$ cat config.mk
export PLATFORM = sky130hd
export DESIGN_NAME = keypad_scan_fifo
export DESIGN_NICKNAME = d
export VERILOG_FILES = /design/src/rtl/keypad_scan_fifo.sv
export SDC_FILE = /design/constraint.sdc
export NUM_CORES = 1
export LEC_CHECK = 0
export ABC_AREA = 1
export BUFFER_PORTS_ARGS = -buffer_cell sky130_fd_sc_hd__buf_2
export CAP_MARGIN = 15
export CELL_PAD_IN_SITES_DETAIL_PLACEMENT = 1
export CELL_PAD_IN_SITES_GLOBAL_PLACEMENT = 1
export CORE_MARGIN = 8
export CORE_UTILIZATION = 46
export DETAILED_ROUTE_END_ITERATION = 12
export PLACE_DENSITY = 0.91
export SKIP_LAST_GASP = 1
export SYNTH_ARGS = -nofsm -noshare
export SYNTH_HDL_FRONTEND = slang
export SYNTH_SLANG_ARGS = --single-unit
$ cat constraint.sdc
create_clock -name clk -period 4.99 [get_ports clk]
set_clock_uncertainty 0.2 [all_clocks]
set_input_delay 0.7485 -clock clk [delete_from_list [all_inputs] [get_ports clk]]
set_output_delay 0.7485 -clock clk [all_outputs]
set_load 0.05 [all_outputs]
$ cat src/rtl/keypad_scan_fifo.sv
// keypad_scan_fifo: matrix-keypad scanner with frame-level debounce,
// optional auto-repeat and a key-code FIFO read over a small CPU bus.
module keypad_scan_fifo #(
  parameter int ROWS           = 4,
  parameter int COLS           = 4,
  parameter int SCAN_DIV       = 16384,
  parameter int DEBOUNCE_SCANS = 8,
  parameter int REPEAT_SCANS   = 0,
  parameter int FIFO_DEPTH     = 8
) (
  input  logic            clk,
  input  logic            rst,
  output logic [ROWS-1:0] rowwrite,
  input  logic [COLS-1:0] colread,
  input  logic [1:0]      addr,
  input  logic            rd,
  input  logic            clr_ovf,
  output logic [15:0]     data_out
);

  localparam int RW   = (ROWS > 1) ? $clog2(ROWS) : 1;
  localparam int CW   = (COLS > 1) ? $clog2(COLS) : 1;
  localparam int KW   = $clog2(ROWS * COLS);
  localparam int DW   = $clog2(SCAN_DIV);
  localparam int AW   = $clog2(FIFO_DEPTH);
  localparam int PW   = AW + 1;
  localparam int CMAX = (DEBOUNCE_SCANS > REPEAT_SCANS) ? DEBOUNCE_SCANS : REPEAT_SCANS;
  localparam int NW   = $clog2(CMAX + 1);

  localparam logic [DW-1:0] DIV_LAST = DW'(SCAN_DIV - 1);
  localparam logic [RW-1:0] ROW_LAST = RW'(ROWS - 1);
  localparam logic [NW-1:0] DEB_C    = NW'(DEBOUNCE_SCANS);
  localparam logic [NW-1:0] REP_C    = NW'(REPEAT_SCANS);
  localparam logic [PW-1:0] DEPTH_C  = PW'(FIFO_DEPTH);

  localparam logic [1:0] S_IDLE = 2'd0;
  localparam logic [1:0] S_DEB  = 2'd1;
  localparam logic [1:0] S_HELD = 2'd2;
  localparam logic [1:0] S_REL  = 2'd3;

  // Low-column tally that saturates at 2: anything beyond one key is a ghost.
  function automatic logic [1:0] sat_cnt(input logic [1:0] a, input logic [1:0] b);
    logic [2:0] s;
    s = {1'b0, a} + {1'b0, b};
    return (s > 3'd2) ? 2'd2 : s[1:0];
  endfunction

  logic [DW-1:0] r_div;
  logic [RW-1:0] r_row;
  logic [1:0]    r_acc_n;
  logic [KW-1:0] r_acc_code;
  logic [1:0]    r_state;
  logic [NW-1:0] r_cnt;
  logic [KW-1:0] r_cand;
  logic [PW-1:0] r_head;
  logic [PW-1:0] r_tail;
  logic          r_ovf;
  logic [KW-1:0] r_mem [FIFO_DEPTH];

  logic          w_tick, w_last, w_frame, w_key, w_same, w_start, w_push;
  logic [ROWS-1:0] w_rowsel;
  logic [COLS-1:0] w_low;
  logic [1:0]    w_row_n, w_frame_n;
  logic [CW-1:0] w_col;
  logic [KW-1:0] w_row_code, w_frame_code, w_cand_nx;
  logic [1:0]    w_state_nx;
  logic [NW-1:0] w_cnt_nx, w_cnt_inc;
  logic [PW-1:0] w_count;
  logic          w_empty, w_full, w_pop, w_push_ok, w_ovf_set;

  assign w_tick  = (r_div == DIV_LAST);
  assign w_last  = (r_row == ROW_LAST);
  assign w_frame = w_tick && w_last;

  // Row-step divider.
  always_ff @(posedge clk) begin
    if (rst)         r_div <= '0;
    else if (w_tick) r_div <= '0;
    else             r_div <= r_div + 1'b1;
  end

  // Active row index, rotating once per tick.
  always_ff @(posedge clk) begin
    if (rst)         r_row <= '0;
    else if (w_tick) r_row <= w_last ? '0 : r_row + 1'b1;
  end

  // One-cold row drive decoded from the row index.
  always_comb begin
    for (int r = 0; r < ROWS; r++) w_rowsel[r] = (r_row == RW'(r));
    rowwrite = ~w_rowsel;
  end

  // Decode the current row's columns into a saturated count and the column of the last low bit.
  always_comb begin
    w_low   = ~colread;
    w_row_n = 2'd0;
    w_col   = '0;
    for (int c = 0; c < COLS; c++) begin
      if (w_low[c]) begin
        w_row_n = sat_cnt(w_row_n, 2'd1);
        w_col   = CW'(c);
      end
    end
    w_row_code   = KW'(int'(r_row) * COLS + int'(w_col));
    w_frame_n    = sat_cnt(r_acc_n, w_row_n);
    w_frame_code = (w_row_n == 2'd1) ? w_row_code : r_acc_code;
    w_key        = (w_frame_n == 2'd1);
  end

  // Frame accumulator: cleared at each frame end, code is only meaningful when count is 1.
  always_ff @(posedge clk) begin
    if (rst)         r_acc_n <= 2'd0;
    else if (w_tick) r_acc_n <= w_last ? 2'd0 : w_frame_n;
  end

  // Accumulated code follows the tally without reset.
  always_ff @(posedge clk) begin
    if (w_tick) r_acc_code <= w_frame_code;
  end

  // Debounce / repeat decision, evaluated only on frame ends.
  always_comb begin
    w_state_nx = r_state;
    w_cnt_nx   = r_cnt;
    w_cand_nx  = r_cand;
    w_push     = 1'b0;
    w_start    = 1'b0;
    w_cnt_inc  = r_cnt + 1'b1;
    w_same     = (w_frame_code == r_cand);
    if (w_frame) begin
      case (r_state)
        S_IDLE: if (w_key) w_start = 1'b1;
        S_DEB: begin
          if (!w_key) begin
            w_state_nx = S_IDLE;
            w_cnt_nx   = '0;
          end else if (!w_same) begin
            w_start = 1'b1;
          end else if (w_cnt_inc == DEB_C) begin
            w_push     = 1'b1;
            w_cnt_nx   = '0;
            w_state_nx = S_HELD;
          end else begin
            w_cnt_nx = w_cnt_inc;
          end
        end
        S_HELD: begin
          if (w_key && w_same) begin
            if (REPEAT_SCANS != 0) begin
              if (w_cnt_inc == REP_C) begin
                w_push   = 1'b1;
                w_cnt_nx = '0;
              end else begin
                w_cnt_nx = w_cnt_inc;
              end
            end
          end else begin
            w_cnt_nx   = '0;
            w_state_nx = S_REL;
          end
        end
        default: begin
          if (!w_key) begin
            if (w_cnt_inc == DEB_C) begin
              w_state_nx = S_IDLE;
              w_cnt_nx   = '0;
            end else begin
              w_cnt_nx = w_cnt_inc;
            end
          end else if (w_same) begin
            w_state_nx = S_HELD;
            w_cnt_nx   = '0;
          end else begin
            w_start = 1'b1;
          end
        end
      endcase
      // A new candidate counts its first frame immediately.
      if (w_start) begin
        w_cand_nx = w_frame_code;
        if (DEBOUNCE_SCANS == 1) begin
          w_push     = 1'b1;
          w_cnt_nx   = '0;
          w_state_nx = S_HELD;
        end else begin
          w_cnt_nx   = NW'(1);
          w_state_nx = S_DEB;
        end
      end
    end
  end

  // Debounce state and frame counter.
  always_ff @(posedge clk) begin
    if (rst) begin
      r_state <= S_IDLE;
      r_cnt   <= '0;
    end else begin
      r_state <= w_state_nx;
      r_cnt   <= w_cnt_nx;
    end
  end

  // Candidate code; irrelevant while idle, so it carries no reset.
  always_ff @(posedge clk) begin
    r_cand <= w_cand_nx;
  end

  assign w_count   = r_tail - r_head;
  assign w_empty   = (w_count == '0);
  assign w_full    = (w_count == DEPTH_C);
  assign w_pop     = rd && (addr == 2'd0) && !w_empty;
  assign w_push_ok = w_push && (!w_full || w_pop);
  assign w_ovf_set = w_push && w_full && !w_pop;

  // FIFO pointers; the extra MSB separates full from empty.
  always_ff @(posedge clk) begin
    if (rst) begin
      r_head <= '0;
      r_tail <= '0;
    end else begin
      if (w_push_ok) r_tail <= r_tail + 1'b1;
      if (w_pop)     r_head <= r_head + 1'b1;
    end
  end

  // FIFO storage write.
  always_ff @(posedge clk) begin
    if (w_push_ok) r_mem[r_tail[AW-1:0]] <= w_cand_nx;
  end

  // Sticky overflow; a new overflow beats a simultaneous clear.
  always_ff @(posedge clk) begin
    if (rst)            r_ovf <= 1'b0;
    else if (w_ovf_set) r_ovf <= 1'b1;
    else if (clr_ovf)   r_ovf <= 1'b0;
  end

  // Bus read mux.
  always_comb begin
    data_out = '0;
    case (addr)
      2'd0:    if (!w_empty) data_out = 16'(r_mem[r_head[AW-1:0]]);
      2'd1:    data_out = {8'(w_count), 5'b00000, r_ovf, w_full, ~w_empty};
      default: data_out = '0;
    endcase
  end

endmodule

=== Word level (Yosys, flattened, before mapping) ===
Memories as Yosys holds them, arrays and structs flattened. A register that Yosys moved wholly into a read port is not among the register bits.
Index checks and enable logic that the tools add are counted.

* Bits in registers: 41
* Bits of input ports: 10
* Output and inout port bits: 20
* Bits in writable memories: 32
* Memories kept: 1
* Word-level logic and storage cells: 117

{| class="wikitable"
|+ Memory list
! name !! depth !! bits a word !! rd ports !! clocked after memory_dff !! wr ports !! line !! source
|-
| r_mem || 8 || 4 || 1 || 1 || 1 || 58 || <nowiki>logic [KW-1:0] r_mem [FIFO_DEPTH];</nowiki>
|}

* Eq/ne operators: 17
* Bitwise logic cells: 3
* Reduce and logical (&&, ||, !) cells: 20
* Add/sub/neg operators: 11
* Muxes and demuxes: 51
* $lt $le $gt $ge: 4

{| class="wikitable"
|+ Operators by type and width
! operator !! number
|-
| $mux W4 || 11
|-
| $mux W2 || 19
|-
| $pmux W16 S2 || 1
|-
| $mux W1 || 15
|-
| $add A14 B1 Y14 const B || 1
|-
| $eq A14 B14 Y1 const B || 1
|-
| $add A4 B1 Y4 const B || 3
|-
| $gt A3 B2 Y1 const B || 4
|-
| $pmux W4 S3 || 1
|-
| $eq A2 B1 Y1 const B || 5
|-
| $add A2 B1 Y3 const B || 3
|-
| $eq A4 B4 Y1 const B || 2
|-
| $ne A4 B4 Y1 const B || 2
|-
| $not A4 Y4 || 2
|-
| $logic_and A1 B1 Y1 || 7
|-
| $reduce_and A7 Y1 || 1
|-
| $eq A2 B2 Y1 const B || 3
|-
| $logic_not A2 Y1 || 3
|-
| $mux W3 || 2
|-
| $pmux W2 S3 || 1
|-
| $reduce_and A5 Y1 || 1
|-
| $reduce_bool A5 Y1 || 1
|-
| $add A4 B2 Y4 || 1
|-
| $eq A4 B4 Y1 || 1
|-
| other kinds (13) || 15
|}

=== Longest topological paths before layout ===
Gate-level depths: netlist of run 1.

* Depth in word-level cells: 24
* Depth in mapped cells: 24

=== Worst setup path before layout of run 1 ===
OpenSTA, ideal clock, no wires.

* Kind: input -> register
* Start point: input port colread[1]
* End point: memory r_mem[1][0] (netlist bit), enable pin
* Data arrival time: 3.278 ns
* Path buffers: 0
* Cell stages on the path: 21
* Slack: 1.151 ns
* Cell sequence: inv_1 -> ha_1 -> inv_1 -> nand2_1 -> nand2_2 -> nand2_2 -> nand2_1 -> inv_1 -> ha_1 -> inv_1 -> fa_1 -> nand2_1 -> inv_1 -> nand2_1 -> nor2_1 -> nand3_2 -> nor2_4 -> nand2_2 -> inv_2 -> nand2_2 -> nor3_1

* Cells in the longest elaborated chain, start to end: 20

{| class="wikitable"
|+ Ends and longest elaborated chain
! item !! line !! source
|-
| start, declared || 14 || <nowiki>input logic [COLS-1:0] colread,</nowiki>
|-
| $not A4 Y4 (*) || 96 || <nowiki>w_low = ~colread;</nowiki>
|-
| $mux W2 || 100 || <nowiki>if (w_low[c]) begin</nowiki>
|-
| $add A2 B1 Y3 || 44 || <nowiki>s = {1'b0, a} + {1'b0, b};</nowiki>
|-
| $gt A3 B2 Y1 || 45 || <nowiki>return (s > 3'd2) ? 2'd2 : s[1:0];</nowiki>
|-
| $mux W2 || 45 ||
|-
| $mux W2 || 100 ||
|-
| $add A2 B1 Y3 || 44 ||
|-
| $gt A3 B2 Y1 || 45 ||
|-
| (+4 left out) || - ||
|-
| $mux W2 / $eq A4 B4 Y1 (equally long branches) || 45, 130 ||
|-
| $eq A2 B1 Y1 / $mux W1 (equally long branches) || 108, 138 ||
|-
| $mux W1 (*) || 135 || <nowiki>if (!w_key) begin</nowiki>
|-
| $mux W1 (*) || 132 || <nowiki>case (r_state)</nowiki>
|-
| $mux W1 (*) || 131 || <nowiki>if (w_frame) begin</nowiki>
|-
| $logic_and A1 B1 Y1 (*) || 214 || <nowiki>assign w_push_ok = w_push && (!w_full || w_pop);</nowiki>
|-
| $mux W1 (*) || 230 || <nowiki>if (w_push_ok) r_mem[r_tail[AW-1:0]] <= w_cand_nx;</nowiki>
|-
| $mux W1 (not written as such) (*) || 230 ||
|-
| end, declared || 58 ||
|}

Every way passes the cells marked *; elsewhere a longest branch is shown, timed or not.

=== Worst setup path in the final report of run 1 ===
* Start point: input port colread[1]
* End point: memory r_mem[5][0] (netlist bit), enable pin

The elaborated chain is that of the path after synthesis.

==> results of run 1 <==
## kinds of logic (layout without fill, tap and decap cells)
group,after synthesis,after routing,synth area share
DFF,76,76,0.465
and+or+nand+nor,215,215,0.264
adders and majority gates,20,20,0.0656
xor gates and xnor gates,10,10,0.0217
other,1,8,0.000927
buffers and inverters,90,118,0.0934
AOI/OAI and AO/OA,62,62,0.0888
## layer usage
metal  routed length [um]  vias up  track usage
met5                    0        -            0
met4                  318        0       0.0945
met3                  311       26       0.0393
met2                 5820       54        0.355
met1                 4160     1632        0.196
li1                     -     1618            -
## cell usage after synthesis
| library cell | number | share of area |
|---|---|---|
| nand2_4 | 4 | 0.011 |
| nor3_1 | 14 | 0.017 |
| nor2_1 | 48 | 0.045 |
| fa_1 | 2 | 0.0099 |
| a41oi_1 | 1 | 0.0022 |
| nor3_2 | 1 | 0.0025 |
| clkbuf_1 | 2 | 0.0019 |
| conb_1 | 1 | 0.00093 |
| edfxtp_1 | 36 | 0.27 |
| nor3_4 | 2 | 0.0080 |
| o221ai_1 | 5 | 0.011 |
| nand3_1 | 31 | 0.038 |
| o21bai_1 | 1 | 0.0019 |
| nand3_2 | 4 | 0.0099 |
| buf_4 | 8 | 0.015 |
| buf_6 | 1 | 0.0028 |
| o31ai_1 | 2 | 0.0037 |
| clkinv_1 | 1 | 0.00093 |
| nand2_1 | 73 | 0.068 |
| nand2_2 | 13 | 0.020 |
| nor3b_1 | 2 | 0.0037 |
| dfxtp_1 | 40 | 0.20 |
| nor2_4 | 2 | 0.0056 |
| a21oi_1 | 21 | 0.026 |
| a22oi_1 | 1 | 0.0019 |
| nor4_1 | 2 | 0.0031 |
| buf_2 | 2 | 0.0025 |
| o21a_1 | 3 | 0.0056 |
| nand4_1 | 14 | 0.022 |
| o22ai_1 | 1 | 0.0015 |
| a211oi_1 | 1 | 0.0019 |
| inv_1 | 73 | 0.068 |
| ha_1 | 18 | 0.056 |
| nor2_2 | 1 | 0.0015 |
| nand3_4 | 1 | 0.0043 |
| a31oi_1 | 1 | 0.0015 |
| xor2_1 | 4 | 0.0087 |
| inv_2 | 3 | 0.0028 |
| nand3b_1 | 1 | 0.0019 |
| a221oi_1 | 1 | 0.0022 |
| o21ai_0 | 24 | 0.030 |
| xnor2_1 | 6 | 0.013 |
| and2_1 | 1 | 0.0015 |
| or2_2 | 1 | 0.0015 |
## worst reg2reg max path: cells and delay by family (launching register included)
kind / cells / cell delay, ns
xor+xnor: 1 / 0.16
buf+inv: 6 / 0.65
simple gates: 7 / 1.18
fa+ha+maj: 2 / 0.58
flops: 1 / 0.36
## area by class of cell
cell class,count,area [um^2]
fillers,1057,4190
flip-flops and latches,76,1880
multi-input cells,315,1810
inverters,77,289
repair buffers,25,135
well taps,108,135
clock buffers,10,128
clock inverters,6,63.8
## final timing paths
| path | from | endpoint | slack (ns) | depth (start not counted) |
|---|---|---|---|---|
| max reg2reg | r_tail[0] | r_mem[5][0] | 1.50 | 16 |
| min | r_div[0] | r_div[0] | 0.25 | 1 |
| max | colread[1] | r_mem[5][0] | 0.79 | 22 |
| min reg2reg | r_div[0] | r_div[0] | 0.25 | 1 |
## through the flow
| stage | hold WS, ns | utilization | cells |
|---|---|---|---|
| 2_1_floorplan | 0.218 | - | 481 |
| 3_3_place_gp | 0.233 | 0.492 | 601 |
| 3_5_place_dp | 0.241 | 0.492 | 601 |
| 4_1_cts | 0.258 | 0.515 | 617 |
| 5_1_grt | 0.288 | 0.515 | 617 |
| 6_report | 0.252 | 0.515 | 617 |
## state kept, by name, indices dropped and copies added, names as in the netlist, named ones only
signal	cells
r_state	2
r_cand	4
r_div	14
r_head	4
r_row	2
r_cnt	4
r_mem	32
r_acc_code	4
r_acc_n	2
r_tail	4
r_ovf	1
## power by group through the flow
stage               Sequential, mW  Clock, mW  Combinational (mW)
detailed placement           0.677          0               0.113
global placement             0.676          0               0.105
global route                 0.663      0.501               0.125
CTS                          0.662      0.475               0.114
finish                       0.662      0.467               0.114
floorplan                    0.676          0              0.0854
==> impl_metrics.ini, run 1 <==
[setup_path]
path_buf_inv = 7
arrival_ns = 3.99
critPathMostFrequentCell = inv_1
worstSetupPathType = in2reg
cp_slowest_cell = nor3_1
crit_chain = buf_2 -> inv_1 -> ha_1 -> inv_1 -> nand2_1 -> nand2_2 -> nand2_2 -> nand2_1 -> inv_1 -> ha_1 -> inv_1 -> fa_1 -> nand2_1 -> inv_1 -> nand2_1 -> nor2_1 -> nand3_2 -> nor2_4 -> nand2_2 -> inv_2 -> nand2_2 -> nor3_1
required_ns = 4.79
cp_max_fo = 7
end_kind = flip-flop
startpoint_type = input port
cp_top_family = simple AND/OR/NAND/NOR gates
cpPeakStageDelay_ns = 0.53

[yosys]
ys_types = 44
syn_inst = 474
syn_area_per_cell_um2 = 8.53
syn_area_mm2 = 0.00405
ys_seq_elements = 76
ys_warn_count = 0
seq_area_frac_synth = 0.465

[clock_tree]
h-tree-depth = 3
clock-root-buffer = clkbuf_8
hold_buffers = 0
path_clk_slew_ns = 0.07
clk_latency_ns = 0.37
post_cts_buffers = 0
cts_buffer_depth = 2
cts_resized = 0
cts_buffers = 9
cts_tree = yes
clock-sinks = 76

[timing]
tightest_slew_ns = 0.746
drv_slew = 0
period_share = 0.841
hold_viol = 0
relSlewSlack = 0.499
grt_setup_unrepaired = no
layout_setup_ws_ns = 0.795
setup_violations = 0
max_freq_mhz = 238
fin_tns_setup_ns = 0
period_needed_ns = 4.20

[detailed_routing]
detail_route.iter0.violations = 128
antenna_left = 0
routedWlPerCell_um = 17.2
vias = 3330
drt_wl_total_um = 10600
dr.pass1.iters = 4
viasPerCell = 5.40
drc_errors = 0

[layout]
fin_area_mm2 = 0.00444
final_cell_mix = 73 x inv_1, 73 x nand2_1, 48 x nor2_1
nets = 534
area_delta_synth_final_pct = 9.87
layout-drive-gt1-share = 0.139
antennaDiodeCount = 0

[run_status]
status = finished, final reports clean

[grt]
grt-ovfl-total = 0
grt_start_max_net_pins = 18
grt.total_usage = 0.190
grt_pass1_wl_um = 17600
antenna_found_initial = 0
first_global_vias = 3660

[placement]
portBuffers = 21
gp_congestion = 0.849
dpl_cell_area_mm2 = 0.00425
place_hpwl_um = 7840
pre_cts_ws_ns = 0.519

[power_and_ir_drop]
p_leak_nw = 1.92
p_per_area_mw_per_mm2 = 280
ir_drop_mv = 0.173
power_frac_comb = 0.092
power_frac_seq = 0.533
swShare = 0.260
p_int_mw = 0.919
total_power_mw = 1.24
p_switching_mw = 0.323
pwr-share-clk = 0.376

[floorplanning]
design.die.area_mm2 = 0.0121
die_w_um = 110
core.rowCount = 34
start_util = 0.468
core_mm2 = 0.00864
die_height_um = 110
ios = 30

[job]
maxCapViolations = 0

[min_path]
hp-class = reg2reg
(Power assumes the default switching activity.)
==> run 2: changes to the inputs <==
Clock period 4.99 ns to 4 ns, I/O delays scaled along.
==> impl_metrics.ini, run 2 (same netlist as run 1, synthesis figures left out) <==
[run_status]
status = finished, final reports clean

[placement]
place_hpwl_um = 8110
pre_cts_ws_ns = -0.0291
gp_congestion = 0.870
portBuffers = 21

[grt]
antenna_found_initial = 0
first_global_vias = 3694
grt-ovfl-total = 0
grt_start_max_net_pins = 18
grt_pass1_wl_um = 17700
grt.total_usage = 0.189

[setup_path]
arrival_ns = 3.56
cp_max_fo = 7
r2r-end = r_mem[0][0]
r2r_cells = 17
r2r_slack_ns = 0.59
end_kind = flip-flop
required_ns = 3.88
worstSetupPathType = in2reg
worstReg2RegStart = r_tail[0]
startpoint_type = input port

[timing]
period_needed_ns = 3.68
layout_setup_ws_ns = 0.320
period_share = 0.920
relSlewSlack = 0.461
tightest_slew_ns = 0.803
grt_setup_unrepaired = no
drv_slew = 0
setup_violations = 0
hold_viol = 0
max_freq_mhz = 272

[clock_tree]
h-tree-depth = 3
cts_buffers = 9
clock-sinks = 76
hold_buffers = 0
clock-root-buffer = clkbuf_8
clk_latency_ns = 0.36
cts_buffer_depth = 2
cts_resized = 0
cts_tree = yes
post_cts_buffers = 0
path_clk_slew_ns = 0.08

[min_path]
holdPathStages = 1
min_from = r_div[0]
hp-class = reg2reg
min_to = r_div[0]

[detailed_routing]
drc_errors = 0
dr.pass1.iters = 4
viasPerCell = 5.37
drt_wl_total_um = 10800
routedWlPerCell_um = 17.2
antenna_left = 0
vias = 3356
detail_route.iter0.violations = 109

[floorplanning]
start_util = 0.468
ios = 30
die_height_um = 110
design.die.area_mm2 = 0.0121
core_mm2 = 0.00864
die_w_um = 110
core.rowCount = 34

[layout]
fill_cells = 1059
largest_register_ffs = 32
area_delta_synth_final_pct = 12.5
nets = 542
antennaDiodeCount = 0
finish.utilization = 0.527
final_cell_mix = 73 x inv_1, 73 x nand2_1, 48 x nor2_1
layout-drive-gt1-share = 0.155

[job]
maxCapViolations = 0

[power_and_ir_drop]
p_per_area_mw_per_mm2 = 368
ir_drop_mv = 0.180
p_leak_nw = 1.99
-- run 2: cell count changes in the layout (fill, tap and decap cells not counted) --
cell and change:
clkinv_2 -1, clkbuf_1 -1, bufinv_16 +2, buf_4 +8
inv_6 -1, clkinvlp_2 +1
-- run 2: cell type report --
class / count / area, um^2 / area share
Inverter: 77 / 289 / 0.0635
Clock buffer: 9 / 124 / 0.0272
Sequential cell: 76 / 1880 / 0.413
Timing Repair Buffer: 33 / 195 / 0.0429
Tap cell: 108 / 135 / 0.0297
Multi-Input combinational cell: 315 / 1810 / 0.398
Clock inverter: 7 / 115 / 0.0253
-- run 2: critical path, cell delays in order --
cell and delay, ns:
buf_2 0.11, inv_1 0.07, ha_1 0.27, inv_1 0.03, nand2_1 0.09, nand2_2 0.07, nand2_2 0.14, nand2_1 0.07
inv_1 0.06, ha_1 0.13, inv_1 0.04, fa_1 0.48, nand2_1 0.06, inv_1 0.07, nand2_1 0.13, nor2_1 0.20
nand3_2 0.12, nor2_4 0.12, nand2_2 0.11, inv_2 0.09, nand2_2 0.07, nor3_1 0.23, buf_4 0.20
-- run 2: power breakdown --
part	switching, mW	internal (mW)
logic	0.105	0.0371
clock network	0.294	0.412
registers	0.00415	0.822
-- run 2: metrics by stage --
step / cells / instance area (um^2) / power [mW] / hold WS (ns) / TNS, ns
final: 625 / 4550 / 1.67 / 0.262 / 0
after global routing: 625 / 4550 / 1.72 / 0.294 / 0
after CTS: 625 / 4550 / 1.68 / 0.270 / 0
after detailed placement: 609 / 4310 / 0.984 / 0.259 / -0.122
after global placement: 609 / 4310 / 0.975 / 0.230 / 0
after floorplan: 481 / 4070 / 0.949 / 0.218 / 0
-- run 2: worst max-delay path by stage --
stage                          start     endpoint  slack, ns  depth (start not counted)
after floorplan           colread[1]  r_mem[1][0]       0.31                         21
after global placement    colread[1]  r_mem[1][0]       0.22                         23
after detailed placement  colread[1]  r_mem[0][3]      -0.03                         23
after CTS                 colread[1]  r_mem[0][2]       0.31                         23
after global routing      colread[1]  r_mem[1][3]        0.1                         23
final                     colread[1]  r_mem[0][0]       0.32                         23
-- run 2: layer usage --
layer	wire, um	GRT usage	vias to the layer above
met3	289	0.0352	24
met2	5980	0.364	57
met1	4260	0.195	1649
li1	-	-	1626
met5	0	0	-
met4	225	0.0743	0
